==> src/rtl/cmd_master.sv <==
// cmd_master: turns register read/write requests into byte frames on a simple
// tx/rx byte link. A header byte {~we, addr} is sent first. A write then sends
// four data bytes, MSB first. A read collects four rx bytes, MSB first.
// Optional read-response timeout: define CMD_MASTER_TIMEOUT_EN to enable it.
module cmd_master #(
    parameter int TIMEOUT_CYCLES = 65535
) (
    input  logic        clk,
    input  logic        rst,
    input  logic        req,
    input  logic        req_we,
    input  logic [6:0]  req_addr,
    input  logic [31:0] req_wdat,
    output logic        busy,
    output logic        done,
    output logic [31:0] rdat,
    output logic        timeout,
    output logic [7:0]  txData,
    output logic        txSend,
    input  logic        txBusy,
    input  logic [7:0]  rxData,
    input  logic        rxValid
);

    typedef enum logic [2:0] {
        ST_IDLE  = 3'd0,
        ST_HDR   = 3'd1,
        ST_WDATA = 3'd2,
        ST_RDATA = 3'd3,
        ST_DONE  = 3'd4
    } state_t;

    state_t       state_q, state_d;
    logic         we_q, we_d;
    logic [6:0]   addr_q, addr_d;
    logic [31:0]  wdat_q, wdat_d;
    logic [1:0]   cnt_q, cnt_d;
    logic [23:0]  shift_q, shift_d;
    logic [31:0]  rdat_q, rdat_d;
    logic         busy_q, busy_d;
    logic         done_q, done_d;
    logic [7:0]   tx_data_q, tx_data_d;
    logic         tx_send_q, tx_send_d;
    logic         rx_valid_q, rx_valid_d;
    logic         tx_ok_s;
    logic         rx_edge_s;

`ifdef CMD_MASTER_TIMEOUT_EN
    // Counter holds 0 .. TIMEOUT_CYCLES-1; reaching the last value ends the read.
    localparam int TW = (TIMEOUT_CYCLES > 1) ? $clog2(TIMEOUT_CYCLES) : 1;
    localparam logic [TW-1:0] TMO_LAST = TW'(TIMEOUT_CYCLES - 1);

    logic [TW-1:0] tmo_cnt_q, tmo_cnt_d;
    logic          timeout_q, timeout_d;
`endif

    // Select write-data byte idx, most significant byte first.
    function automatic logic [7:0] wr_byte(input logic [31:0] w, input logic [1:0] idx);
        logic [7:0] b;
        case (idx)
            2'd0:    b = w[31:24];
            2'd1:    b = w[23:16];
            2'd2:    b = w[15:8];
            2'd3:    b = w[7:0];
            default: b = w[7:0];
        endcase
        return b;
    endfunction

    // A byte may go out only when the link is free and no strobe went out last cycle.
    assign tx_ok_s   = ~txBusy & ~tx_send_q;
    // New rx byte is a rising edge of the rxValid level.
    assign rx_edge_s = rxValid & ~rx_valid_q;

    // Next-state and registered-output logic for the transaction FSM.
    always_comb begin
        state_d    = state_q;
        we_d       = we_q;
        addr_d     = addr_q;
        wdat_d     = wdat_q;
        cnt_d      = cnt_q;
        shift_d    = shift_q;
        rdat_d     = rdat_q;
        tx_data_d  = tx_data_q;
        tx_send_d  = 1'b0;
        rx_valid_d = rxValid;
`ifdef CMD_MASTER_TIMEOUT_EN
        tmo_cnt_d  = tmo_cnt_q;
        timeout_d  = 1'b0;
`endif
        case (state_q)
            ST_IDLE: begin
                if (req) begin
                    we_d    = req_we;
                    addr_d  = req_addr;
                    wdat_d  = req_wdat;
                    state_d = ST_HDR;
                end else begin
                    state_d = ST_IDLE;
                end
            end
            ST_HDR: begin
                if (tx_ok_s) begin
                    tx_send_d = 1'b1;
                    tx_data_d = {~we_q, addr_q};
                    cnt_d     = 2'd0;
`ifdef CMD_MASTER_TIMEOUT_EN
                    tmo_cnt_d = {TW{1'b0}};
`endif
                    if (we_q) begin
                        state_d = ST_WDATA;
                    end else begin
                        state_d = ST_RDATA;
                    end
                end else begin
                    state_d = ST_HDR;
                end
            end
            ST_WDATA: begin
                if (tx_ok_s) begin
                    tx_send_d = 1'b1;
                    tx_data_d = wr_byte(wdat_q, cnt_q);
                    if (cnt_q == 2'd3) begin
                        state_d = ST_DONE;
                    end else begin
                        cnt_d = cnt_q + 2'd1;
                    end
                end else begin
                    state_d = ST_WDATA;
                end
            end
            ST_RDATA: begin
                if (rx_edge_s) begin
                    shift_d = {shift_q[15:0], rxData};
`ifdef CMD_MASTER_TIMEOUT_EN
                    tmo_cnt_d = {TW{1'b0}};
`endif
                    if (cnt_q == 2'd3) begin
                        rdat_d  = {shift_q, rxData};
                        state_d = ST_DONE;
                    end else begin
                        cnt_d = cnt_q + 2'd1;
                    end
                end else begin
`ifdef CMD_MASTER_TIMEOUT_EN
                    if (tmo_cnt_q == TMO_LAST) begin
                        timeout_d = 1'b1;
                        state_d   = ST_DONE;
                    end else begin
                        tmo_cnt_d = tmo_cnt_q + {{(TW-1){1'b0}}, 1'b1};
                    end
`else
                    state_d = ST_RDATA;
`endif
                end
            end
            ST_DONE: begin
                state_d = ST_IDLE;
            end
            default: begin
                state_d = ST_IDLE;
            end
        endcase
        busy_d = (state_d != ST_IDLE);
        done_d = (state_d == ST_DONE);
    end

    // State and output registers; reset aborts any transaction in flight.
    always_ff @(posedge clk or posedge rst) begin
        if (rst) begin
            state_q    <= ST_IDLE;
            we_q       <= 1'b0;
            addr_q     <= 7'd0;
            wdat_q     <= 32'd0;
            cnt_q      <= 2'd0;
            shift_q    <= 24'd0;
            rdat_q     <= 32'd0;
            busy_q     <= 1'b0;
            done_q     <= 1'b0;
            tx_data_q  <= 8'd0;
            tx_send_q  <= 1'b0;
            rx_valid_q <= 1'b0;
`ifdef CMD_MASTER_TIMEOUT_EN
            tmo_cnt_q  <= {TW{1'b0}};
            timeout_q  <= 1'b0;
`endif
        end else begin
            state_q    <= state_d;
            we_q       <= we_d;
            addr_q     <= addr_d;
            wdat_q     <= wdat_d;
            cnt_q      <= cnt_d;
            shift_q    <= shift_d;
            rdat_q     <= rdat_d;
            busy_q     <= busy_d;
            done_q     <= done_d;
            tx_data_q  <= tx_data_d;
            tx_send_q  <= tx_send_d;
            rx_valid_q <= rx_valid_d;
`ifdef CMD_MASTER_TIMEOUT_EN
            tmo_cnt_q  <= tmo_cnt_d;
            timeout_q  <= timeout_d;
`endif
        end
    end

    assign busy   = busy_q;
    assign done   = done_q;
    assign rdat   = rdat_q;
    assign txData = tx_data_q;
    assign txSend = tx_send_q;
`ifdef CMD_MASTER_TIMEOUT_EN
    assign timeout = timeout_q;
`else
    assign timeout = 1'b0;
`endif

endmodule

==> config.mk <==
export PLATFORM = sky130hd
export DESIGN_NAME = cmd_master
export DESIGN_NICKNAME = d
export VERILOG_FILES = /design/src/rtl/cmd_master.sv
export SDC_FILE = /design/constraint.sdc
export NUM_CORES = 1
export LEC_CHECK = 0
export ABC_AREA = 1
export ABC_CLOCK_PERIOD_IN_PS = 9200
export CORE_MARGIN = 2
export CORE_UTILIZATION = 55
export DETAILED_ROUTE_END_ITERATION = 10
export HOLD_SLACK_MARGIN = 0.15
export PLACE_DENSITY = 0.92
export RECOVER_POWER = 50
export SYNTH_ARGS = -nofsm -noshare
export SYNTH_HDL_FRONTEND = slang
export SYNTH_SLANG_ARGS = --single-unit
==> constraint.sdc <==
create_clock -name clk -period 9.2 [get_ports clk]
set_clock_uncertainty 0.15 [all_clocks]
set_input_delay 1.38 -clock clk [delete_from_list [all_inputs] [get_ports clk]]
set_output_delay 1.38 -clock clk [all_outputs]
set_load 0.02 [all_outputs]
==> metrics.md <==
| Metric | Value |
|---|---|
| Max-slew violation count | `approximately 210` |
| Arrival time of data at the critical path endpoint | `5540 ps` |
| Sequential share of the synthesized area | `0.5908` |
| Vias/cell | `roughly 5.4` |
| Row cnt | `34` |
| Vias | `about 3800` |
| Aggregate global routing overflow | `0` |
| Dpl cell area | `~5700 µm²` |
| End of the critical path | `wdat_q[14]` |
| Net switching fraction of the power | `0.3543` |
| Final setup TNS | `0 ps` |
| Count of flip-flops with a built-in enable after synthesis | `0` |
| Cells after Synth | `~490` |
| Total power | `2.171 mW` |
| CTS root buf | `sky130_fd_sc_hd__clkbuf_8` |
| Post-detailed-placement half-perimeter wirelength | `around 7.1 mm` |
| Clock share of power | `0.298` |
| Startpoint Class | `input pin` |
| Post-cts repair resize count | `0` |
| Maximum level of the CTS H-tree | `4` |
| Wire length reported by the detailed router | `roughly 11 mm` |
| Relative slew slack | `-0.9778` |
| Area fraction of the dominant cell type after synthesis | `0.5908` |
| Synth-to-Final Area Change | `31.90%` |
| Post-synth top flop | `sky130_fd_sc_hd__dfrtp_1` |
| TritonCTS clock tree | `built` |
| Kind of critical path | `input pin to asynchronous set/reset pin` |
| Max clock buf depth | `2` |
| Peak supply drop | `around 170 µV` |
| Layout cell share with drive strength beyond 1 | `0.1368` |
| Net switching power | `769.0 µW` |
| Post-synth net total | `between 500 and 600` |
| Count of input and output buffers | `95` |
| Leakage power total | `2.963 nW` |
| Combinational share of power | `0.324` |
| Status | `finished with violations` |
| Total of max-cap violations | `4` |
| Core Util, Final | `0.7346` |
| Clock buffer count from CTS | `17` |
| Worst setup path startpoint | `rst` |
| Wire length of the first global-routing pass | `about 19 mm` |
| Average size of a mapped cell | `9.847 µm²` |
| Crit path required time | `around 9000 ps` |
| Int Power | `1.402 mW` |
| ANT nets after route | `0` |
| Fraction of registers with async set or reset after synthesis | `1.000` |
| Die outline area | `approximately 9500 µm²` |
| Ys Warns | `0` |
| CP max FO | `57` |
| Number of different library cells in the post-synthesis netlist | `23` |
| TritonRoute pass-1 iters | `5` |
| Yosys reg bits | `roughly 110` |
| Power per cell area | `about 340 nW/µm²` |
| Number of remaining DRC errors | `0` |
| Period utilisation layout | `0.6235` |
| Unrepaired setup endpoints after global routing | `false` |
| Antenna diode instance count | `0` |
| Average routed wire per standard cell | `~16 µm` |
| Core box area | `8593 µm²` |
| Initial core utilization | `0.5569` |
| Initial antenna violation count | `0` |
| Critical register-to-register path startpoint | `rx_valid_q` |
| Type of the tightest min-delay check | `flip-flop to flip-flop` |
| Transition time of the tightest slew-check pin | `roughly 3000 ps` |
| Power share of the sequential group | `0.378` |
| Total of endpoints with negative setup slack in the final report | `0` |
| Violated checks | `max-capacitance violations, max-slew violations` |
| Final nets | `around 640` |
| Final number of hold-violating endpoints | `0` |
| Overall die height | `between 90 and 100 µm` |
| Cts-stage hold buffer count | `0` |
| Pin count of the biggest net entering global routing | `a little under 60` |
| Leading cell types by total area after synthesis | `sky130_fd_sc_hd__dfrtp_1 (59%), sky130_fd_sc_hd__nand2_1 (10%), sky130_fd_sc_hd__mux2_2 (7.5%)` |
| Time the worst path needs with I/O delays and setup | `~5700 ps` |
| Maximum clock frequency | `roughly 170 MHz` |
| Clock insertion delay at the later pin of the skew report | `510 ps` |
| Sinks on Clock Net | `approximately 110` |
| Biggest area consumer among synthesized cells | `sky130_fd_sc_hd__dfrtp_1` |
| Post-CTS setup buffers | `0` |
| Routability congestion estimate | `between 0.8 and 0.9` |
| Netlist area before placement | `4786 µm²` |
| DRC violation total after the first TritonRoute iteration | `266` |
| Number of cell instances on the worst register-to-register path | `5` |
| Clk pin slew, worst setup/hold paths | `approximately 60 ps` |
| X dimension of the die | `97.28 µm` |
| Number of global-route vias before repair | `between 3000 and 4000` |
| Reg2Reg Capture Point | `rdat[21]` |
| CP endpoint kind | `asynchronous set/reset pin` |
| Top-level port count | `97` |
| Total Routing Usage GR | `0.2552` |
| R2R setup slack | `4670 ps` |
| Summed area of non-filler cells in the final layout | `approximately 6300 µm²` |
-- sequential cells by signal, indices dropped and copies added, names as in the netlist --
register,count
rdat,32
wdat_q,32
shift_q,24
txData,8
addr_q,7
state_q,3
cnt_q,2
busy,1
done,1
rx_valid_q,1
txSend,1
we_q,1
-- layer usage --
layer | track usage | share of wire | vias up
li1 | - | - | 1737
met1 | 0.3338 | 0.41 | 1849
met2 | 0.4199 | 0.52 | 154
met3 | 0.05755 | 0.048 | 26
met4 | 0.09829 | 0.026 | 0
met5 | 0 | 0 | -
-- worst max-delay path: stages --
cell	delay, ps
sky130_fd_sc_hd__dlygate4sd3_1	550
sky130_fd_sc_hd__clkinvlp_2	1380
sky130_fd_sc_hd__clkbuf_1	2190
-- synth_stat cells (2+ instances only) --
library cell,instances
sky130_fd_sc_hd__a21oi_1,22
sky130_fd_sc_hd__buf_2,10
sky130_fd_sc_hd__buf_6,5
sky130_fd_sc_hd__clkbuf_1,5
sky130_fd_sc_hd__dfrtp_1,113
sky130_fd_sc_hd__ha_1,5
sky130_fd_sc_hd__inv_1,48
sky130_fd_sc_hd__mux2_1,4
sky130_fd_sc_hd__mux2_2,32
sky130_fd_sc_hd__nand2_1,131
sky130_fd_sc_hd__nand3_1,20
sky130_fd_sc_hd__nand3_2,2
sky130_fd_sc_hd__nor2_1,28
sky130_fd_sc_hd__o21ai_0,30
sky130_fd_sc_hd__o21ai_1,12
sky130_fd_sc_hd__o21ai_2,12
-- how the worst min path moves through the flow --
stage / from / endpoint / slack, ps / depth (start not counted)
detailed placement: rdat[30] / rdat[30] / 310 / 2
floorplan: shift_q[2] / shift_q[10] / 300 / 2
global placement: rdat[25] / rdat[25] / 310 / 2
finish: shift_q[4] / shift_q[12] / 330 / 2
CTS: shift_q[4] / shift_q[12] / 330 / 2
global route: rdat[6] / rdat[6] / 360 / 2
-- power groups by stage --
stage	clock [mW]	sequential [mW]	combinational, mW
finish	0.647	0.820	0.703
global route	0.678	0.840	0.769
CTS	0.650	0.816	0.705
detailed placement	0	0.818	0.680
global placement	0	0.807	0.647
floorplan	0	0.857	0.384
-- layout by cell type (no fill, tap or decap), drive strengths merged --
master | Yosys | final
conb | 1 | 1
o21ai | 54 | 54
nand2 | 132 | 132
clkdlybuf4s50 | 0 | 89
a21oi | 22 | 22
clkbuf | 5 | 18
clkinv | 0 | 3
nor2 | 30 | 30
nand3 | 22 | 22
clkinvlp | 0 | 3
ha | 5 | 5
bufinv | 0 | 2
mux2 | 36 | 36
dfrtp | 113 | 113
dlygate4sd3 | 0 | 6
inv | 49 | 56
-- cells by family (layout without fill, tap and decap cells) --
kind of cell               Yosys count  after routing  share of synthesized area
and+or+nand+nor                    184            184                     0.1548
buffers and inverters               71            177                    0.06693
DFF                                113            113                     0.5908
muxes                               36             36                    0.08471
other                                1              1                  0.0007836
AOI/OAI and AO/OA                   76             76                    0.08889
adders and majority gates            5              5                    0.01307
-- layout make-up --
class	instances	area, µm²
sequential	113	2828
inverter	49	185.2
multi-input combinational	302	1625
clock buffer	17	414.1
tap	108	135.1
fill	571	2281
timing repair buffer	96	954.7
clock inverter	15	170.2
-- per-stage QoR --
stage / worst slack (ps) / hold slack, ps / cells
global route: 2462 / 356.7 / 700
finish: 3464 / 327.3 / 700
floorplan: 4683 / 303.0 / 486
CTS: 5197 / 328.6 / 700
global placement: 5013 / 309.5 / 668
detailed placement: 4818 / 312.3 / 668
Power figures use the tool's default switching activity.
